## src/rtl/dcache_pkg.sv

```systemverilog
// Shared types and address helpers for the direct-mapped write-back data cache.
// Holds the FSM state encoding, default geometry and the tag/index/offset extractors.
package dcache_pkg;

    typedef enum logic [1:0] {
        IDLE      = 2'd0,
        WRITEBACK = 2'd1,
        ALLOCATE  = 2'd2
    } state_t;

    localparam int DEF_LINES      = 8;
    localparam int DEF_WORDS_LINE = 4;
    localparam int DEF_ADDR_W     = 30;
    localparam int WORD_W         = 64;

    function automatic logic [63:0] addr_field(input logic [63:0] addr, input int lsb, input int width);
        return (addr >> lsb) & ((64'd1 << width) - 64'd1);
    endfunction

    function automatic logic [63:0] addr_offset(input logic [63:0] addr, input int ofs_w);
        return addr_field(addr, 0, ofs_w);
    endfunction

    function automatic logic [63:0] addr_index(input logic [63:0] addr, input int ofs_w, input int idx_w);
        return addr_field(addr, ofs_w, idx_w);
    endfunction

    function automatic logic [63:0] addr_tag(input logic [63:0] addr, input int ofs_w, input int idx_w,
                                             input int tag_w);
        return addr_field(addr, ofs_w + idx_w, tag_w);
    endfunction

endpackage

```

## src/rtl/dcache_dm_wb_if.sv

```systemverilog
// Core-side and memory-side signals of the data cache in one bundle.
// The slave modport is the cache; the master modport is the core plus line memory around it.
interface dcache_dm_wb_if
    import dcache_pkg::*;
#(
    parameter int ADDR_W     = DEF_ADDR_W,
    parameter int WORDS_LINE = DEF_WORDS_LINE
);
    localparam int OFS_W = $clog2(WORDS_LINE);

    logic                         proc_read;
    logic                         proc_write;
    logic [ADDR_W-1:0]            proc_addr;
    logic [WORD_W-1:0]            proc_wdata;
    logic [WORD_W-1:0]            proc_rdata;
    logic                         proc_stall;
    logic                         mem_read;
    logic                         mem_write;
    logic [ADDR_W-OFS_W-1:0]      mem_addr;
    logic [WORD_W*WORDS_LINE-1:0] mem_wdata;
    logic [WORD_W*WORDS_LINE-1:0] mem_rdata;
    logic                         mem_ready;

    modport slave (
        input  proc_read, proc_write, proc_addr, proc_wdata, mem_rdata, mem_ready,
        output proc_rdata, proc_stall, mem_read, mem_write, mem_addr, mem_wdata
    );

    modport master (
        output proc_read, proc_write, proc_addr, proc_wdata, mem_rdata, mem_ready,
        input  proc_rdata, proc_stall, mem_read, mem_write, mem_addr, mem_wdata
    );

endinterface

```

## src/rtl/dcache_line_array.sv

```systemverilog
// Valid/dirty/tag/data storage for the cache: one write port (word store or line fill)
// and a combinational read of the addressed line.
module dcache_line_array
    import dcache_pkg::*;
#(
    parameter int LINES      = DEF_LINES,
    parameter int WORDS_LINE = DEF_WORDS_LINE,
    parameter int TAG_W      = 25,
    localparam int INDEX_W   = $clog2(LINES),
    localparam int OFS_W     = $clog2(WORDS_LINE),
    localparam int LINE_W    = WORD_W * WORDS_LINE
) (
    input  logic               clk,
    input  logic               rst,
    input  logic [INDEX_W-1:0] idx,
    input  logic               word_we,
    input  logic [OFS_W-1:0]   ofs,
    input  logic [WORD_W-1:0]  word_data,
    input  logic               fill_we,
    input  logic [TAG_W-1:0]   fill_tag,
    input  logic [LINE_W-1:0]  fill_data,
    output logic               rd_valid,
    output logic               rd_dirty,
    output logic [TAG_W-1:0]   rd_tag,
    output logic [LINE_W-1:0]  rd_line
);

    logic [LINES-1:0]  valid_q;
    logic [LINES-1:0]  dirty_q;
    logic [TAG_W-1:0]  tag_q  [LINES];
    logic [LINE_W-1:0] data_q [LINES];

    // NOTE: sequential state is written with <= so every flop samples pre-edge values, independent of statement order.
    always_ff @(posedge clk) begin
        if (rst) begin
            valid_q <= '0;
            dirty_q <= '0;
        end else if (fill_we) begin
            valid_q[idx] <= 1'b1;
            dirty_q[idx] <= 1'b0;
        end else if (word_we) begin
            dirty_q[idx] <= 1'b1;
        end
    end

    // NOTE: tag and data arrays are deliberately not reset; valid gates their use, so they can map to plain RAM.
    always_ff @(posedge clk) begin
        if (fill_we) begin
            tag_q[idx]  <= fill_tag;
            data_q[idx] <= fill_data;
        end else if (word_we) begin
            data_q[idx][int'(ofs)*WORD_W +: WORD_W] <= word_data;
        end
    end

    assign rd_valid = valid_q[idx];
    assign rd_dirty = dirty_q[idx];
    assign rd_tag   = tag_q[idx];
    assign rd_line  = data_q[idx];

endmodule

```

## src/rtl/dcache_dm_wb.sv

```systemverilog
// Direct-mapped, write-back, write-allocate data cache: same-cycle hits, FSM-driven victim write-back and refill.
// Define DCACHE_STAT_EN to add the access_cnt/miss_cnt statistics outputs.
module dcache_dm_wb
    import dcache_pkg::*;
#(
    parameter int LINES      = DEF_LINES,
    parameter int WORDS_LINE = DEF_WORDS_LINE,
    parameter int ADDR_W     = DEF_ADDR_W
) (
    input  logic               clk,
    input  logic               rst,
    dcache_dm_wb_if.slave      bus
`ifdef DCACHE_STAT_EN
    ,
    output logic [31:0]        access_cnt,
    output logic [31:0]        miss_cnt
`endif
);

    localparam int INDEX_W = $clog2(LINES);
    localparam int OFS_W   = $clog2(WORDS_LINE);
    localparam int TAG_W   = ADDR_W - INDEX_W - OFS_W;
    localparam int LINE_W  = WORD_W * WORDS_LINE;
    localparam int LADDR_W = ADDR_W - OFS_W;

    logic [63:0]        addr_ext;
    logic [TAG_W-1:0]   req_tag;
    logic [INDEX_W-1:0] req_idx;
    logic [OFS_W-1:0]   req_ofs;

    assign addr_ext = 64'(bus.proc_addr);
    assign req_ofs  = OFS_W'(addr_offset(addr_ext, OFS_W));
    assign req_idx  = INDEX_W'(addr_index(addr_ext, OFS_W, INDEX_W));
    assign req_tag  = TAG_W'(addr_tag(addr_ext, OFS_W, INDEX_W, TAG_W));

    state_t              state;
    logic                mem_read_q;
    logic                mem_write_q;
    logic [LADDR_W-1:0]  mem_addr_q;

    logic                rd_valid;
    logic                rd_dirty;
    logic [TAG_W-1:0]    rd_tag;
    logic [LINE_W-1:0]   rd_line;

    logic                is_read;
    logic                is_write;
    logic                req;
    logic                in_idle;
    logic                hit;
    logic                miss;
    logic                stall;
    logic                word_we;
    logic                fill_we;
    logic [WORD_W-1:0]   rdata;

    dcache_line_array #(
        .LINES      (LINES),
        .WORDS_LINE (WORDS_LINE),
        .TAG_W      (TAG_W)
    ) u_lines (
        .clk       (clk),
        .rst       (rst),
        .idx       (req_idx),
        .word_we   (word_we),
        .ofs       (req_ofs),
        .word_data (bus.proc_wdata),
        .fill_we   (fill_we),
        .fill_tag  (req_tag),
        .fill_data (bus.mem_rdata),
        .rd_valid  (rd_valid),
        .rd_dirty  (rd_dirty),
        .rd_tag    (rd_tag),
        .rd_line   (rd_line)
    );

    always_comb begin
        // A store wins over a load when the core raises both.
        is_write = bus.proc_write;
        is_read  = bus.proc_read && !bus.proc_write;
        req      = is_read || is_write;
        in_idle  = (state == IDLE);
        hit      = rd_valid && (rd_tag == req_tag);
        miss     = in_idle && req && !hit;
        stall    = !in_idle || miss;
        word_we  = in_idle && is_write && hit;
        fill_we  = (state == ALLOCATE) && bus.mem_ready;
        // NOTE: give every always_comb output a default before any conditional so no path infers a latch.
        rdata    = '0;
        if (in_idle && is_read && hit) begin
            rdata = rd_line[int'(req_ofs)*WORD_W +: WORD_W];
        end
    end

    always_ff @(posedge clk) begin
        if (rst) begin
            state       <= IDLE;
            mem_read_q  <= 1'b0;
            mem_write_q <= 1'b0;
            mem_addr_q  <= '0;
        end else begin
            case (state)
                IDLE: begin
                    if (miss) begin
                        if (rd_valid && rd_dirty) begin
                            state       <= WRITEBACK;
                            mem_write_q <= 1'b1;
                            mem_addr_q  <= {rd_tag, req_idx};
                        end else begin
                            state      <= ALLOCATE;
                            mem_read_q <= 1'b1;
                            mem_addr_q <= {req_tag, req_idx};
                        end
                    end
                end
                WRITEBACK: begin
                    // Victim data comes straight from the array, which cannot change while the core is stalled.
                    if (bus.mem_ready) begin
                        state       <= ALLOCATE;
                        mem_write_q <= 1'b0;
                        mem_read_q  <= 1'b1;
                        mem_addr_q  <= {req_tag, req_idx};
                    end
                end
                ALLOCATE: begin
                    if (bus.mem_ready) begin
                        state      <= IDLE;
                        mem_read_q <= 1'b0;
                    end
                end
                default: begin
                    state       <= IDLE;
                    mem_read_q  <= 1'b0;
                    mem_write_q <= 1'b0;
                end
            endcase
        end
    end

    assign bus.proc_rdata = rdata;
    assign bus.proc_stall = stall;
    assign bus.mem_read   = mem_read_q;
    assign bus.mem_write  = mem_write_q;
    assign bus.mem_addr   = mem_addr_q;
    assign bus.mem_wdata  = rd_line;

`ifdef DCACHE_STAT_EN
    always_ff @(posedge clk) begin
        if (rst) begin
            access_cnt <= '0;
            miss_cnt   <= '0;
        end else begin
            if (req && !stall) access_cnt <= access_cnt + 32'd1;
            if (miss)          miss_cnt   <= miss_cnt + 32'd1;
        end
    end
`endif

endmodule
```

## src/flat_wrapper.sv

```systemverilog
// flat-port wrapper written by rule: the top's interface ports become plain ports
module dcache_dm_wb_flat import dcache_pkg::*;
#(
    parameter int LINES      = DEF_LINES,
    parameter int WORDS_LINE = DEF_WORDS_LINE,
    parameter int ADDR_W     = DEF_ADDR_W
)
  (clk, rst, bus_proc_read, bus_proc_write, bus_proc_addr, bus_proc_wdata, bus_mem_rdata, bus_mem_ready, bus_proc_rdata, bus_proc_stall, bus_mem_read, bus_mem_write, bus_mem_addr, bus_mem_wdata);
  dcache_dm_wb_if #(.ADDR_W(ADDR_W), .WORDS_LINE(WORDS_LINE)) bus_i ();
  input  logic clk;
  input  logic rst;
  input wire logic [$bits(bus_i.proc_read)-1:0] bus_proc_read;
  input wire logic [$bits(bus_i.proc_write)-1:0] bus_proc_write;
  input wire logic [$bits(bus_i.proc_addr)-1:0] bus_proc_addr;
  input wire logic [$bits(bus_i.proc_wdata)-1:0] bus_proc_wdata;
  input wire logic [$bits(bus_i.mem_rdata)-1:0] bus_mem_rdata;
  input wire logic [$bits(bus_i.mem_ready)-1:0] bus_mem_ready;
  output wire logic [$bits(bus_i.proc_rdata)-1:0] bus_proc_rdata;
  output wire logic [$bits(bus_i.proc_stall)-1:0] bus_proc_stall;
  output wire logic [$bits(bus_i.mem_read)-1:0] bus_mem_read;
  output wire logic [$bits(bus_i.mem_write)-1:0] bus_mem_write;
  output wire logic [$bits(bus_i.mem_addr)-1:0] bus_mem_addr;
  output wire logic [$bits(bus_i.mem_wdata)-1:0] bus_mem_wdata;
  assign bus_i.proc_read = bus_proc_read;
  assign bus_i.proc_write = bus_proc_write;
  assign bus_i.proc_addr = bus_proc_addr;
  assign bus_i.proc_wdata = bus_proc_wdata;
  assign bus_i.mem_rdata = bus_mem_rdata;
  assign bus_i.mem_ready = bus_mem_ready;
  assign bus_proc_rdata = bus_i.proc_rdata;
  assign bus_proc_stall = bus_i.proc_stall;
  assign bus_mem_read = bus_i.mem_read;
  assign bus_mem_write = bus_i.mem_write;
  assign bus_mem_addr = bus_i.mem_addr;
  assign bus_mem_wdata = bus_i.mem_wdata;
  dcache_dm_wb #(.LINES(LINES), .WORDS_LINE(WORDS_LINE), .ADDR_W(ADDR_W)) u_core (.clk(clk), .rst(rst), .bus(bus_i));
endmodule
```

## config.mk

```make
export PLATFORM = sky130hd
export DESIGN_NAME = dcache_dm_wb_flat
export DESIGN_NICKNAME = d
export VERILOG_FILES = /design/src/rtl/dcache_pkg.sv /design/src/rtl/dcache_dm_wb_if.sv /design/src/rtl/dcache_line_array.sv /design/src/rtl/dcache_dm_wb.sv /design/src/flat_wrapper.sv
export SDC_FILE = /design/constraint.sdc
export NUM_CORES = 2
export LEC_CHECK = 0
export BUFFER_PORTS_ARGS = -buffer_cell sky130_fd_sc_hd__buf_2
export CAP_MARGIN = 20
export CORE_MARGIN = 2
export CORE_UTILIZATION = 45
export CTS_CLUSTER_SIZE = 16
export DETAILED_ROUTE_END_ITERATION = 10
export GPL_TIMING_DRIVEN = 1
export PLACE_DENSITY_LB_ADDON = 0.08
export REMOVE_ABC_BUFFERS = 1
export SLEW_MARGIN = 15
export SYNTH_ARGS = -nofsm -noshare
export SYNTH_HDL_FRONTEND = slang
export SYNTH_SLANG_ARGS = --single-unit
```

## constraint.sdc

```tcl
create_clock -name clk -period 19.48 [get_ports clk]
set_input_delay 2.922 -clock clk [delete_from_list [all_inputs] [get_ports clk]]
set_output_delay 2.922 -clock clk [all_outputs]
set_load 0.02 [all_outputs]
```

==> flow_summary_export.csv <==
group,metric,value,unit
run_status,outcome,"completed",
global_route,grt_overflow_total,0,
worst_setup_path,cpPeakStageDelay,870,ps
min_path,hold_depth,2,
worst_setup_path,worstRegToRegCells,12,
worst_setup_path,cp_data_arrival_time,9000,ps
global_route,top_usage_layer,"met2",
routing,wl,304000,um
timing,timing.final.crit_share,61.2,%
routing,ant_nets,0,
clock_network,cts_resized,0,
place,port-buffer-count,705,
power,powerDensity,102,nW/um^2
worst_setup_path,path_max_fanout,63,
place,dp_cells,8640,
clock_network,clk_latency,860,ps
clock_network,clockBufferDepth,3,
global_route,use_met1,39.7,%
clock_network,cts_buffers,233,
routing,firstDrtPassIters,6,
worst_setup_path,crit_top_cell,"buf_4",
routing,wire_per_inst,33.5,um
synth,synthesis.area,90600,sq um
worst_setup_path,crit_path_start_kind,"primary input",
worst_setup_path,slowest_stage,"nand4bb_4",
clock_network,tritoncts,"done",
global_route,use_met2,48.4,%
global_route,grt_pass1_wl,419000,um
clock_network,cts.sinks,2296,
timing,worst_slew_pin_slew,1210,ps
final_layout,final_common_cell,"edfxtp_1",
floorplanning,std_cell_rows,164,
synth,synthFlopType,"edfxtp_1",
synth,postSynthAreaPerCell,16.5,sq um
global_route,grt_pass1_vias,53700,
global_route,globalRouteMet3Util,3.99,%
timing,drv_slew,0,
floorplanning,core,200000,sq um
final_layout,num-nets-final,6581,
clock_network,path_clk_slew,60,ps
routing,drc_errors,0,
synth,async_flop_share,0,%
place,place.gp.congestion,0.792,
flow_run,maxCapViolCount,0,
routing,vias_per_cell,6.13,
clock_network,cts.hold.buffers_added,0,
timing,fmax,0.0839,GHz
clock_network,cts_setup_buffers,0,
global_route,grt_max_degree,138,
floorplanning,dieWidth,453,um
min_path,min_path_type,"reg -> reg",
final_layout,ff_latch_area,68500,sq um
place,dp_slack,7500,ps
power,power_leakage,37.5,nW
final_layout,layout-drive-gt1-share,22.0,%
floorplanning,chipHeight,453,um
final_layout,final_cell_mix,"edfxtp_1, buf_2, a22oi_1",
timing,clock_skew,22.3,ps
global_route,antenna_found_initial,12,
timing,hold_viol,0,
worst_setup_path,crit_path_cell_trace,"buf_8, buf_4, nor2b_4, buf_4, a22o_1, o21a_1, o2111ai_1, or4_1, or4_1, nand4bb_4, buf_4, nor2b_1, buf_2",
routing,vias,55700,
worst_setup_path,critical_path_class,"in -> out",
floorplanning,initial_core_util,45.3,%
synth,synth_edf_count,2248,
timing,period_minus_slack,11920,ps
final_layout,postLayoutCoreUtil,52.7,%
worst_setup_path,end_kind,"output pin",
global_route,grt_use_total,29.0,%
final_layout,multi_input_area,20100,sq um
timing,setup-violations-final,0,
synth,ys_seq_area_share,75.6,%
place,dp.final_hpwl,175000,um
synth,post_synth_num_cell_types,58,
timing,setup_ws,7560,ps
final_layout,final_cells,9082,
worst_setup_path,required,16560,ps
clock_network,cts_max_level,4,
clock_network,cts_root_buffer,"clkbuf_16",
synth,yosysWarningCount,0,
floorplanning,die-area,205000,sq um
routing,drt_iter0_markers,6219,
synth,yosys_register_bits,2296,
final_layout,area_growth,16.3,%
timing,rsz0062_at_grt,"no",
final_layout,n_fill_cell,16500,
timing,slew_headroom,19.6,%
synth,synth_cells,5493,
power,vdd_ir_drop_max,98.7,uV
floorplanning,ioPinCount,706,
## worst max-delay path: cells and delay by family
family          cells  cell delay, ps
compound gates      3             520
buf+inv             5            2450
simple gates        5            2850
## area by class of cell
| type | instances | share of cell area, % |
|---|---|---|
| diodes | 4 | 0.00950 |
| clock buffers | 294 | 5.88 |
| clock inverters | 142 | 1.38 |
| inverters | 272 | 0.973 |
| multi-input cells | 2560 | 19.1 |
| flip-flops and latches | 2296 | 65.0 |
| well taps | 2656 | 3.15 |
| repair buffers | 858 | 4.56 |
## kinds of logic after synthesis
kind of cell,synth area share (%)
flops,75.6
compound gates,9.63
simple gates,4.33
buf+inv,2.77
mux,7.51
xor+xnor,0.0967
fa+ha+maj,0.0691
## layer usage
metal	vias to the layer above	part of all wire [%]
li1	23400	-
met1	29400	41
met2	2525	49
met3	364	7.1
met4	0	3.0
met5	-	0
## report_power, final
group	switching, W	internal [W]
registers	0.0000131	0.00548
logic	0.000562	0.000233
clock network	0.00190	0.00258
total	0.00248	0.00829
## cells in the mapped netlist, drive strengths merged (3+ instances only)
library cell / instances / area [sq um]
a211oi: 58 / 435
a21oi: 134 / 671
a221o: 38 / 380
a221oi: 90 / 788
a222oi: 19 / 190
a22o: 162 / 1420
a22oi: 576 / 4320
and2: 4 / 25.0
and3: 3 / 18.8
and3b: 3 / 26.3
and4: 3 / 26.3
buf: 98 / 484
clkbuf: 267 / 1000
dfxtp: 48 / 961
edfxtp: 2248 / 67500
ha: 5 / 62.6
inv: 272 / 1020
mux2: 62 / 698
mux2i: 407 / 4070
mux4: 90 / 2030
nand2: 306 / 1150
nand2b: 8 / 50.1
nand3: 86 / 430
nand4: 117 / 732
nor2: 155 / 582
nor2b: 76 / 475
nor3: 30 / 150
nor3b: 7 / 57.6
nor4: 6 / 43.8
o211ai: 4 / 30.0
o21a: 7 / 52.6
o21ai: 51 / 255
o22ai: 3 / 18.8
o41ai: 9 / 78.8
or3: 10 / 62.6
or4: 4 / 30.0
xnor2: 5 / 43.8
xor2: 5 / 43.8
## metrics by stage
step                setup TNS (ps)  area (sq um)  hold slack [ps]  power (W)
detailed placement               0         97700              445    0.00639
global placement                 0         97600              439    0.00639
finish                           0        105000              456     0.0108
CTS                              0        105000              456     0.0108
floorplan                   -20120         89100              420    0.00601
global route                     0        105000              482     0.0111
## worst paths after layout
| kind | start | endpoint | slack (ps) |
|---|---|---|---|
| worst max register to register | u_core.u_lines.tag_q[7][14] | u_core.u_lines.data_q[1][103] | 13600 |
| worst min register to register | u_core.bus.mem_addr[0] | u_core.bus.mem_addr[0] | 460 |
| worst min-delay path | u_core.bus.mem_addr[0] | u_core.bus.mem_addr[0] | 460 |
| worst max-delay path | bus_proc_addr[4] | bus_proc_rdata[50] | 7560 |
## registers in the layout, summed over array words and instances (netlist names), named ones only
name and cells:
u_core.u_lines.tag_q 200, u_core.bus.mem_addr 28, u_core.u_lines.valid_q 8, u_core.bus.mem_write 1, u_core.state 2, u_core.bus.mem_read 1
u_core.u_lines.data_q 2048
Power figures use the tool's default switching activity.
